--- src/rtl/en_pulse_gen_pkg.sv ---
// Shared types and defaults for the enable-strobe generator.
package en_pulse_pkg;
  localparam int DIV_W_DEF = 8;
  localparam int CNT_W_DEF = 8;

  typedef enum logic [1:0] {IDLE, RUN, LAST} state_e;
endpackage

--- src/rtl/en_pulse_gen_down_counter.sv ---
// Loadable down counter with a zero flag; load wins over decrement and it never wraps below 0.
module down_counter #(
  parameter int W = 8
) (
  input  logic         clk,
  input  logic         rst_n,
  input  logic         load,
  input  logic [W-1:0] load_val,
  input  logic         dec,
  output logic [W-1:0] cnt,
  output logic         zero
);
  logic [W-1:0] cnt_q, cnt_d;

  always_comb begin
    cnt_d = cnt_q;
    if (load)                    cnt_d = load_val;
    else if (dec && cnt_q != '0) cnt_d = cnt_q - 1'b1;
  end

  always_ff @(posedge clk or negedge rst_n) begin
    if (!rst_n) cnt_q <= '0;
    else        cnt_q <= cnt_d;
  end

  assign cnt  = cnt_q;
  assign zero = (cnt_q == '0);
endmodule

--- src/rtl/en_pulse_gen.sv ---
// Programmable enable-strobe generator: en every div+1 clocks, for burst pulses or forever.
module en_pulse_gen
  import en_pulse_pkg::*;
#(
  parameter int DIV_W = DIV_W_DEF,
  parameter int CNT_W = CNT_W_DEF
) (
  input  logic             clk,
  input  logic             reset,
  input  logic             start,
  input  logic             stop,
  input  logic [DIV_W-1:0] div,
  input  logic [CNT_W-1:0] burst,
  output logic             en,
  output logic             busy,
  output logic             done
);
  state_e             state_q, state_d;
  logic               en_q, en_d, done_q, done_d, cont_q, cont_d;
  logic [DIV_W-1:0]   div_q, div_d, per_val;
  logic               per_load, per_dec, per_zero;
  logic               pul_load, pul_dec, pul_zero;
  logic [DIV_W-1:0]   per_cnt_unused;
  logic [CNT_W-1:0]   pul_cnt;

  down_counter #(.W(DIV_W)) u_period (
    .clk(clk), .rst_n(reset), .load(per_load), .load_val(per_val), .dec(per_dec),
    .cnt(per_cnt_unused), .zero(per_zero)
  );

  down_counter #(.W(CNT_W)) u_pulses (
    .clk(clk), .rst_n(reset), .load(pul_load), .load_val(burst), .dec(pul_dec),
    .cnt(pul_cnt), .zero(pul_zero)
  );

  always_comb begin
    state_d  = state_q;
    en_d     = 1'b0;
    done_d   = 1'b0;
    cont_d   = cont_q;
    div_d    = div_q;
    per_load = 1'b0;
    per_val  = div_q;
    per_dec  = 1'b0;
    pul_load = 1'b0;
    pul_dec  = 1'b0;
    case (state_q)
      IDLE: if (start && !stop) begin
        per_load = 1'b1;
        per_val  = div;
        pul_load = 1'b1;
        div_d    = div;
        cont_d   = (burst == '0);
        state_d  = RUN;
      end
      RUN: if (stop) begin
        state_d = IDLE;
      end else if (per_zero) begin
        en_d     = 1'b1;
        per_load = 1'b1;
        // continuous mode leaves the pulse counter parked
        if (!cont_q && !pul_zero) begin
          pul_dec = 1'b1;
          if (pul_cnt == CNT_W'(1)) begin
            done_d  = 1'b1;
            state_d = LAST;
          end
        end
      end else begin
        per_dec = 1'b1;
      end
      LAST:    state_d = IDLE;
      default: state_d = IDLE;
    endcase
  end

  always_ff @(posedge clk or negedge reset) begin
    if (!reset) begin
      state_q <= IDLE;
      en_q    <= 1'b0;
      done_q  <= 1'b0;
      cont_q  <= 1'b0;
      div_q   <= '0;
    end else begin
      state_q <= state_d;
      en_q    <= en_d;
      done_q  <= done_d;
      cont_q  <= cont_d;
      div_q   <= div_d;
    end
  end

  assign en   = en_q;
  assign done = done_q;
  assign busy = (state_q != IDLE);
endmodule

--- config.mk ---
export PLATFORM = sky130hd
export DESIGN_NAME = en_pulse_gen
export DESIGN_NICKNAME = d
export VERILOG_FILES = /design/src/rtl/en_pulse_gen_pkg.sv /design/src/rtl/en_pulse_gen_down_counter.sv /design/src/rtl/en_pulse_gen.sv
export SDC_FILE = /design/constraint.sdc
export NUM_CORES = 1
export LEC_CHECK = 0
export BUFFER_PORTS_ARGS = -buffer_cell sky130_fd_sc_hd__buf_4
export CORE_ASPECT_RATIO = 2
export CORE_UTILIZATION = 40
export DETAILED_ROUTE_END_ITERATION = 8
export PLACE_DENSITY = 0.6
export SYNTH_ARGS = -nofsm -noshare
export SYNTH_HDL_FRONTEND = slang
export SYNTH_SLANG_ARGS = --single-unit
--- constraint.sdc ---
create_clock -name clk -period 3.3 [get_ports clk]
set_input_delay 0.66 -clock clk [delete_from_list [all_inputs] [get_ports clk]]
set_output_delay 0.66 -clock clk [all_outputs]
set_load 0.005 [all_outputs]
==> results.json, run 1 <==
{
  "syn_inst": 182,
  "drtIter0Drc": 38,
  "place_congestion": 0.826,
  "critical-path-top-delay-family": "simple AND/OR/NAND/NOR gates",
  "wl_um": 3850,
  "max_freq_mhz": 382,
  "ys_ff_latch": 29,
  "slowest_delay_ps": 520,
  "seqCellArea_um2": 726,
  "first_pass_iters": 4,
  "grt_pass1_wl_um": 6460,
  "worst-path-stages": 7,
  "cts_setup_buffers": 0,
  "path_max_fanout": 6,
  "ys_warn_count": 0,
  "dp.cells": 249,
  "synth_edf_count": 0,
  "synth_ff_type": "dfrtp_1",
  "setup_viol": 0,
  "use_met1_pct": 23.2,
  "syn_to_final_growth_pct": 18.4,
  "worst-setup-path-type": "flip-flop to flip-flop",
  "ys_types": 38,
  "via_per_inst": 5.53,
  "finClkSkew_ps": 3.94,
  "status": "finished clean",
  "n_antenna_cell": 0,
  "peakVddDrop_mv": 0.279,
  "numPortBuffers": 22,
  "p_leak_uw": 0.000855,
  "die_area_mm2": 0.00422,
  "p_total_uw": 1090,
  "drv_slew": 0,
  "syn_avg_cell_area_um2": 8.68,
  "crit_path_end_kind": "flip-flop",
  "grt_max_degree": 30,
  "met3_usage_pct": 3.40,
  "pin_count": 23,
  "fin_nets": 230,
  "grt_pass1_vias": 1444,
  "clock_latency_ps": 280,
  "layout-drive-gt1-share_pct": 18.5,
  "wl_per_cell_um": 15.0,
  "setup_ws_ps": 683,
  "cp_data_required_time_ps": 3470,
  "dr_total_vias": 1415,
  "core_area_mm2": 0.00380,
  "hold_viol": 0,
  "ys_seq_area_share_pct": 45.9,
  "synthArstFlopShare_pct": 100,
  "nFillCells": 375,
  "final_cell_mix": "36 x nand2_1, 29 x dfrtp_1, 24 x buf_4",
  "rsz0062_at_grt": "false",
  "cts_buffers": 5,
  "startpoint_type": "flip-flop",
  "die_w_um": 46.4,
  "final_common_cell": "nand2_1",
  "powerDensity_mw_per_mm2": 580,
  "row_count": 32,
  "multi_input_area_um2": 792,
  "busiest_layer": "met2",
  "cp.buffers_inverters": 1,
  "slew_headroom_pct": 52.2,
  "crit_path_cell_trace": "inv_1, ha_1, or3b_2, or4_4, nor2_1, a311oi_1, a211o_1",
  "clk_pin_slew_ps": 60,
  "antenna_left": 0,
  "grtUsageTotal_pct": 21.5,
  "yosysTopAreaCell": "dfrtp_1",
  "overflow": 0,
  "timing.final.crit_period_ps": 2620,
  "fin_hold_ws_ps": 304,
  "syn-cell-area_mm2": 0.00158,
  "antenna_found_initial": 0,
  "layout.cells.non_filler": 256,
  "drv_cap": 0,
  "cts_hold_buffers": 0,
  "crit_arrival_ps": 2780,
  "h-tree-depth": 2,
  "worst_pin_slew_ps": 711,
  "clockBufferDepth": 2,
  "grt_use_met2_pct": 35.6,
  "crit_slowest_cell": "or4_4",
  "post_cts_resized": 0,
  "cts_tree": "built",
  "clock_sinks": 29,
  "post-route-drc-count": 0,
  "tns_ps": 0,
  "place_ws_ps": 559,
  "synthesis.nets": 207,
  "reg2reg_depth": 7,
  "synth_top_cell_area_share_pct": 45.9,
  "clock_tree.root_cell": "clkbuf_8",
  "start_util_pct": 41.5,
  "finalCritPeriodShare_pct": 79.3,
  "hpwlAfterDp_um": 2800,
  "synth_area_leaders": "dfrtp_1 46%, nand2_1 8.6%, nor2_1 4.8%",
  "die_y_um": 90.9,
  "hold_path_class": "input port to async pin"
}
## path summary, 6_finish.rpt
check	endpoint	start	slack, ps
max in group asynchronous	div_q[0]	reset	2710
min in group clk	div_q[6]	div_q[6]	470
max reg2reg	u_pulses.cnt[4]	u_period.cnt[0]	680
min	div_q[6]	reset	300
min reg2reg	div_q[6]	div_q[6]	470
max	u_pulses.cnt[4]	u_period.cnt[0]	680
## per-layer routing
layer / wire length, um / part of all wire (%) / up-vias
li1: - / - / 688
met1: 1480 / 38 / 678
met2: 2100 / 55 / 36
met3: 110 / 2.9 / 13
met4: 155 / 4.0 / 0
met5: 0 / 0 / -
## registers in the layout, summed over array words and instances, names as in the netlist
register / cells
div_q: 8
u_period.cnt: 8
u_pulses.cnt: 8
state_q: 2
cont_q: 1
done: 1
en: 1
## report_power, final
group          internal, uW  leakage, uW  switching [uW]
sequential              429     0.000362            71.1
combinational           128     0.000449             161
clock                   165    0.0000443             132
## cells by family after synthesis
group / count (synthesis) / synth area share [%]
buffers and inverters: 14 / 4.35
muxes: 1 / 0.633
adders and majority gates: 5 / 3.96
DFF: 29 / 45.9
xor gates and xnor gates: 3 / 1.66
and+or+nand+nor: 95 / 29.4
AOI/OAI and AO/OA: 35 / 14.1
## area by class of cell
class / instances / share of cell area, %
sequential: 29 / 38.8
timing repair buffer: 24 / 9.63
inverter: 6 / 1.20
tap: 51 / 3.41
multi-input combinational: 139 / 42.3
clock buffer: 7 / 4.62
## cell usage after synthesis (2+ instances only)
| cell type | instances |
|---|---|
| a21oi_1 | 4 |
| a311oi_1 | 3 |
| a31oi_1 | 3 |
| and3_1 | 2 |
| buf_6 | 2 |
| clkbuf_1 | 5 |
| dfrtp_1 | 29 |
| ha_1 | 5 |
| inv_1 | 6 |
| nand2_1 | 36 |
| nand3_1 | 8 |
| nor2_1 | 20 |
| nor3_1 | 5 |
| nor3b_1 | 2 |
| nor4_1 | 7 |
| o211ai_1 | 4 |
| o21a_1 | 2 |
| o21ai_0 | 14 |
| or2_2 | 2 |
| or3_1 | 2 |
| or4_4 | 2 |
| xnor2_1 | 3 |
## through the flow
stage | instance area (um2) | util (%)
2_1_floorplan | 1580 | -
3_3_place_gp | 1780 | 46.9
3_5_place_dp | 1780 | 46.9
4_1_cts | 1870 | 49.2
5_1_grt | 1870 | 49.2
6_report | 1870 | 49.2
## worst register-to-register path, stage by stage (launching register included)
cell and delay (ps):
dfrtp_1 380, inv_1 120, ha_1 200, or3b_2 490, or4_4 520, nor2_1 350, a311oi_1 160, a211o_1 280
Power figures use the tool's default switching activity.
==> run 2: changes to the inputs <==
==> constraint.sdc (replaced) <==
create_clock -name clk -period 2.45 [get_ports clk]
set_input_delay 0.49 -clock clk [delete_from_list [all_inputs] [get_ports clk]]
set_output_delay 0.49 -clock clk [all_outputs]
set_load 0.005 [all_outputs]
==> results.json, run 2 (same netlist as run 1, synthesis figures left out) <==
{
  "status": "finished clean",
  "layout-drive-gt1-share_pct": 23.7,
  "antenna_left": 0,
  "hpwlAfterDp_um": 3040,
  "fin_nets": 240,
  "finalCritPeriodShare_pct": 93.8,
  "slowest_delay_ps": 570,
  "clock_latency_ps": 280,
  "pwr-share-seq_pct": 43.9,
  "swShare_pct": 33.5,
  "first_pass_iters": 6,
  "dp.cells": 259,
  "path_max_fanout": 7,
  "multi_input_area_um2": 803,
  "setup_viol": 0,
  "seqCellArea_um2": 726,
  "grtUsageTotal_pct": 22.1,
  "worst-setup-path-type": "flip-flop to flip-flop",
  "combPwrFrac_pct": 29.4,
  "wl_um": 4020,
  "final_cell_mix": "36 x nand2_1, 34 x buf_4, 29 x dfrtp_1",
  "final_common_cell": "nand2_1",
  "syn_to_final_growth_pct": 23.8,
  "intPower_uw": 1010,
  "core_area_mm2": 0.00380,
  "hold_viol": 0,
  "rsz0062_at_grt": "false",
  "post-route-drc-count": 0,
  "pin_count": 23,
  "clock_sinks": 29,
  "die_y_um": 90.9,
  "clockBufferDepth": 2,
  "drv_cap": 0,
  "cts_tree": "built",
  "p_clk_share_pct": 26.7,
  "clk_pin_slew_ps": 60,
  "cp_data_required_time_ps": 2660,
  "die_area_mm2": 0.00422,
  "nFillCells": 376,
  "h-tree-depth": 2,
  "drtIter0Drc": 30,
  "worst_pin_slew_ps": 547,
  "max_freq_mhz": 435,
  "antenna_found_initial": 0,
  "power_switching_uw": 506,
  "p_leak_uw": 0.000910,
  "start_util_pct": 41.5,
  "peakVddDrop_mv": 0.391,
  "cts_hold_buffers": 0,
  "cts_buffers": 5,
  "die_w_um": 46.4,
  "timing.final.crit_period_ps": 2300,
  "crit_path_end_kind": "flip-flop",
  "wl_per_cell_um": 15.1,
  "slew_headroom_pct": 63.1,
  "grt_max_degree": 30,
  "powerDensity_mw_per_mm2": 773,
  "crit_slowest_cell": "or4_4",
  "critical-path-top-delay-family": "simple AND/OR/NAND/NOR gates",
  "via_per_inst": 5.43,
  "finClkSkew_ps": 4.39,
  "place_congestion": 0.826,
  "p_total_uw": 1510,
  "numPortBuffers": 22,
  "hold_path_class": "input port to async pin",
  "startpoint_type": "flip-flop",
  "overflow": 0,
  "drv_slew": 0,
  "n_antenna_cell": 0,
  "cp_common_cell": "or4_4",
  "dr_total_vias": 1444,
  "grt_pass1_wl_um": 6780,
  "row_count": 32,
  "crit_path_cell_trace": "or4_4, or4_4, or2_4, or3_1, nand3_1",
  "clock_tree.root_cell": "clkbuf_8",
  "layout.cells.non_filler": 266,
  "cp.buffers_inverters": 0,
  "grt_pass1_vias": 1555,
  "crit_arrival_ps": 2510
}
run 2: per-layer routing:
layer / part of all wire (%) / vias to the layer above / GRT usage, %
li1: - / 708 / -
met2: 57 / 30 / 38.1
met4: 3.9 / 0 / 12.5
met1: 36 / 693 / 22.7
met5: 0 / - / 0
met3: 2.4 / 13 / 4.40
run 2: path summary, 6_finish.rpt:
kind	start	to	slack, ps	cells past startpoint
max	u_period.cnt[4]	u_pulses.cnt[1]	150	5
max in group asynchronous	reset	div_q[0]	2030	1
max reg2reg	u_period.cnt[4]	u_pulses.cnt[1]	150	5
min reg2reg	div_q[1]	div_q[1]	480	2
min	reset	en	130	1
min in group clk	div[7]	div_q[7]	410	3
run 2: area by class of cell:
type                       instances  share of cell area [%]
clock buffer                       7                    4.41
inverter                           6                    1.15
multi-input combinational        139                    41.0
sequential                        29                    37.1
tap                               51                    3.26
timing repair buffer              34                    13.0
run 2: through the flow:
stage | cell area, um2 | hold slack, ps | util, % | setup TNS, ps | setup slack [ps]
after floorplan | 1580 | 194 | - | 0 | 87.0
after global placement | 1860 | 437 | 48.9 | 0 | 74.1
after detailed placement | 1860 | 446 | 48.9 | -2.09 | -2.09
after CTS | 1950 | 140 | 51.2 | 0 | 3.66
after global routing | 1960 | 152 | 51.4 | 0 | 101
final | 1960 | 130 | 51.4 | 0 | 151
run 2: what timing repair did:
action / 4_1_cts / 5_1_grt
endpoints found under the setup margin: 1 / 7
setup buffers: 0 / 0
gates resized for setup: 1 / 4
gates cloned: 0 / 0
pin swaps: 0 / 1
run 2: power by group through the flow:
stage                     clock [uW]  sequential (uW)  combinational [uW]
after global placement             0              665                 429
after floorplan                    0              645                 305
after CTS                        419              661                 442
after detailed placement           0              668                 440
final                            404              664                 444
after global routing             441              679                 506
==> run 3: changes to the inputs <==
--- a/config.mk
+++ b/config.mk
@@ -7,9 +7,10 @@
 export LEC_CHECK = 0
 export BUFFER_PORTS_ARGS = -buffer_cell sky130_fd_sc_hd__buf_4
 export CORE_ASPECT_RATIO = 2
-export CORE_UTILIZATION = 40
+export CORE_MARGIN = 8
+export CORE_UTILIZATION = 56
 export DETAILED_ROUTE_END_ITERATION = 8
-export PLACE_DENSITY = 0.6
+export PLACE_DENSITY = 0.79
 export SYNTH_ARGS = -nofsm -noshare
 export SYNTH_HDL_FRONTEND = slang
 export SYNTH_SLANG_ARGS = --single-unit
==> results.json, run 3 (same netlist as run 1, synthesis figures left out) <==
{
  "drtIter0Drc": 69,
  "cts_tree": "built",
  "die_area_mm2": 0.00488,
  "startpoint_type": "flip-flop",
  "grtUsageTotal_pct": 18.6,
  "wl_um": 4160,
  "finalCritPeriodShare_pct": 93.4,
  "nFillCells": 227,
  "numPortBuffers": 22,
  "cts_hold_buffers": 0,
  "finClkSkew_ps": 8.50,
  "p_total_uw": 1500,
  "fin_area_mm2": 0.00192,
  "crit_arrival_ps": 2510,
  "clock_sinks": 29,
  "rsz0062_at_grt": "false",
  "tns_ps": 0,
  "hold_viol": 0,
  "core_area_mm2": 0.00274,
  "clock_tree.root_cell": "clkbuf_8",
  "cts_buffers": 5,
  "wl_per_cell_um": 17.2,
  "max_freq_mhz": 437,
  "post_cts_resized": 0,
  "final_common_cell": "nand2_1",
  "antenna_left": 0,
  "dr_total_vias": 1497,
  "hpwlAfterDp_um": 3100,
  "seqCellArea_um2": 726,
  "p_leak_uw": 0.000902,
  "pin_count": 23,
  "status": "finished clean",
  "worst_pin_slew_ps": 596,
  "h-tree-depth": 2,
  "cp_data_required_time_ps": 2670,
  "path_max_fanout": 5,
  "clk_pin_slew_ps": 70,
  "antenna_found_initial": 0,
  "grt_max_degree": 30,
  "clock_latency_ps": 290,
  "die_w_um": 53.6,
  "clockBufferDepth": 2,
  "timing.final.crit_period_ps": 2290,
  "fin_nets": 238,
  "multi_input_area_um2": 800,
  "via_per_inst": 6.19,
  "start_util_pct": 57.8,
  "crit_path_end_kind": "flip-flop",
  "place_area_mm2": 0.00183,
  "first_pass_iters": 4,
  "worst-setup-path-type": "flip-flop to flip-flop",
  "die_y_um": 91.1,
  "final_cell_mix": "36 x nand2_1, 31 x buf_4, 29 x dfrtp_1",
  "powerDensity_mw_per_mm2": 782,
  "hold_path_class": "input port to async pin",
  "row_count": 27,
  "slew_headroom_pct": 59.9,
  "drv_slew": 0,
  "place_congestion": 0.833,
  "setup_viol": 0,
  "post-route-drc-count": 0,
  "layout-drive-gt1-share_pct": 22.5,
  "n_antenna_cell": 0,
  "overflow": 0,
  "drv_cap": 0,
  "grt_pass1_vias": 1591,
  "peakVddDrop_mv": 0.563,
  "grt_pass1_wl_um": 6960,
  "cts_setup_buffers": 0,
  "syn_to_final_growth_pct": 21.7
}
==> run 3: cell count changes in the layout (fill, tap and decap cells not counted) <==
| cell | before | now |
|---|---|---|
| buf_12 | 0 | 1 |
| buf_4 | 34 | 31 |
| o21ai_1 | 0 | 1 |
| o21ai_2 | 1 | 0 |
==> run 3: worst max-delay path: stages, from the launching register on <==
cell and delay (ps):
dfrtp_1 390, inv_1 80, ha_1 150, or3b_4 390, or4_4 530, or2_4 280
or3_1 310, nand3_1 80
==> run 3: per-stage QoR <==
| step | utilization [%] | hold WS (ps) | instances | setup slack (ps) |
|---|---|---|---|---|
| 6_report | 70.3 | 124 | 242 | 161 |
| 5_1_grt | 70.3 | 148 | 242 | 74.5 |
| 4_1_cts | 70.0 | 131 | 242 | 34.3 |
| 3_5_place_dp | 66.8 | 435 | 235 | 53.2 |
| 3_3_place_gp | 66.8 | 430 | 235 | 100 |
| 2_1_floorplan | - | 194 | 182 | 87.0 |
==> run 3: layer usage <==
| layer | up-vias | track usage (%) | share of wire (%) |
|---|---|---|---|
| met5 | - | 0 | 0 |
| met4 | 0 | 11.2 | 2.6 |
| met1 | 723 | 16.8 | 35 |
| li1 | 699 | - | - |
| met3 | 13 | 6.05 | 5.4 |
| met2 | 62 | 33.1 | 57 |
==> run 3: power by group <==
part           internal (uW)  switching (uW)
sequential               578            88.4
clock                    222             180
combinational            199             235
total                    999             504
==> run 3: path summary, 6_finish.rpt <==
kind / cells past startpoint / end / slack, ps / startpoint
max: 7 / u_pulses.cnt[1] / 160 / u_period.cnt[1]
min: 1 / u_period.cnt[7] / 120 / reset
max reg2reg: 7 / u_pulses.cnt[1] / 160 / u_period.cnt[1]
min reg2reg: 2 / div_q[1] / 480 / div_q[1]
max in group asynchronous: 1 / div_q[2] / 2050 / reset
min in group clk: 3 / div_q[0] / 410 / div[0]
==> run 3: area by class of cell <==
cell class | count | area share [%]
clock buffer | 7 | 4.49
inverter | 6 | 1.17
multi-input combinational | 139 | 41.6
sequential | 29 | 37.7
tap | 29 | 1.89
timing repair buffer | 32 | 13.1
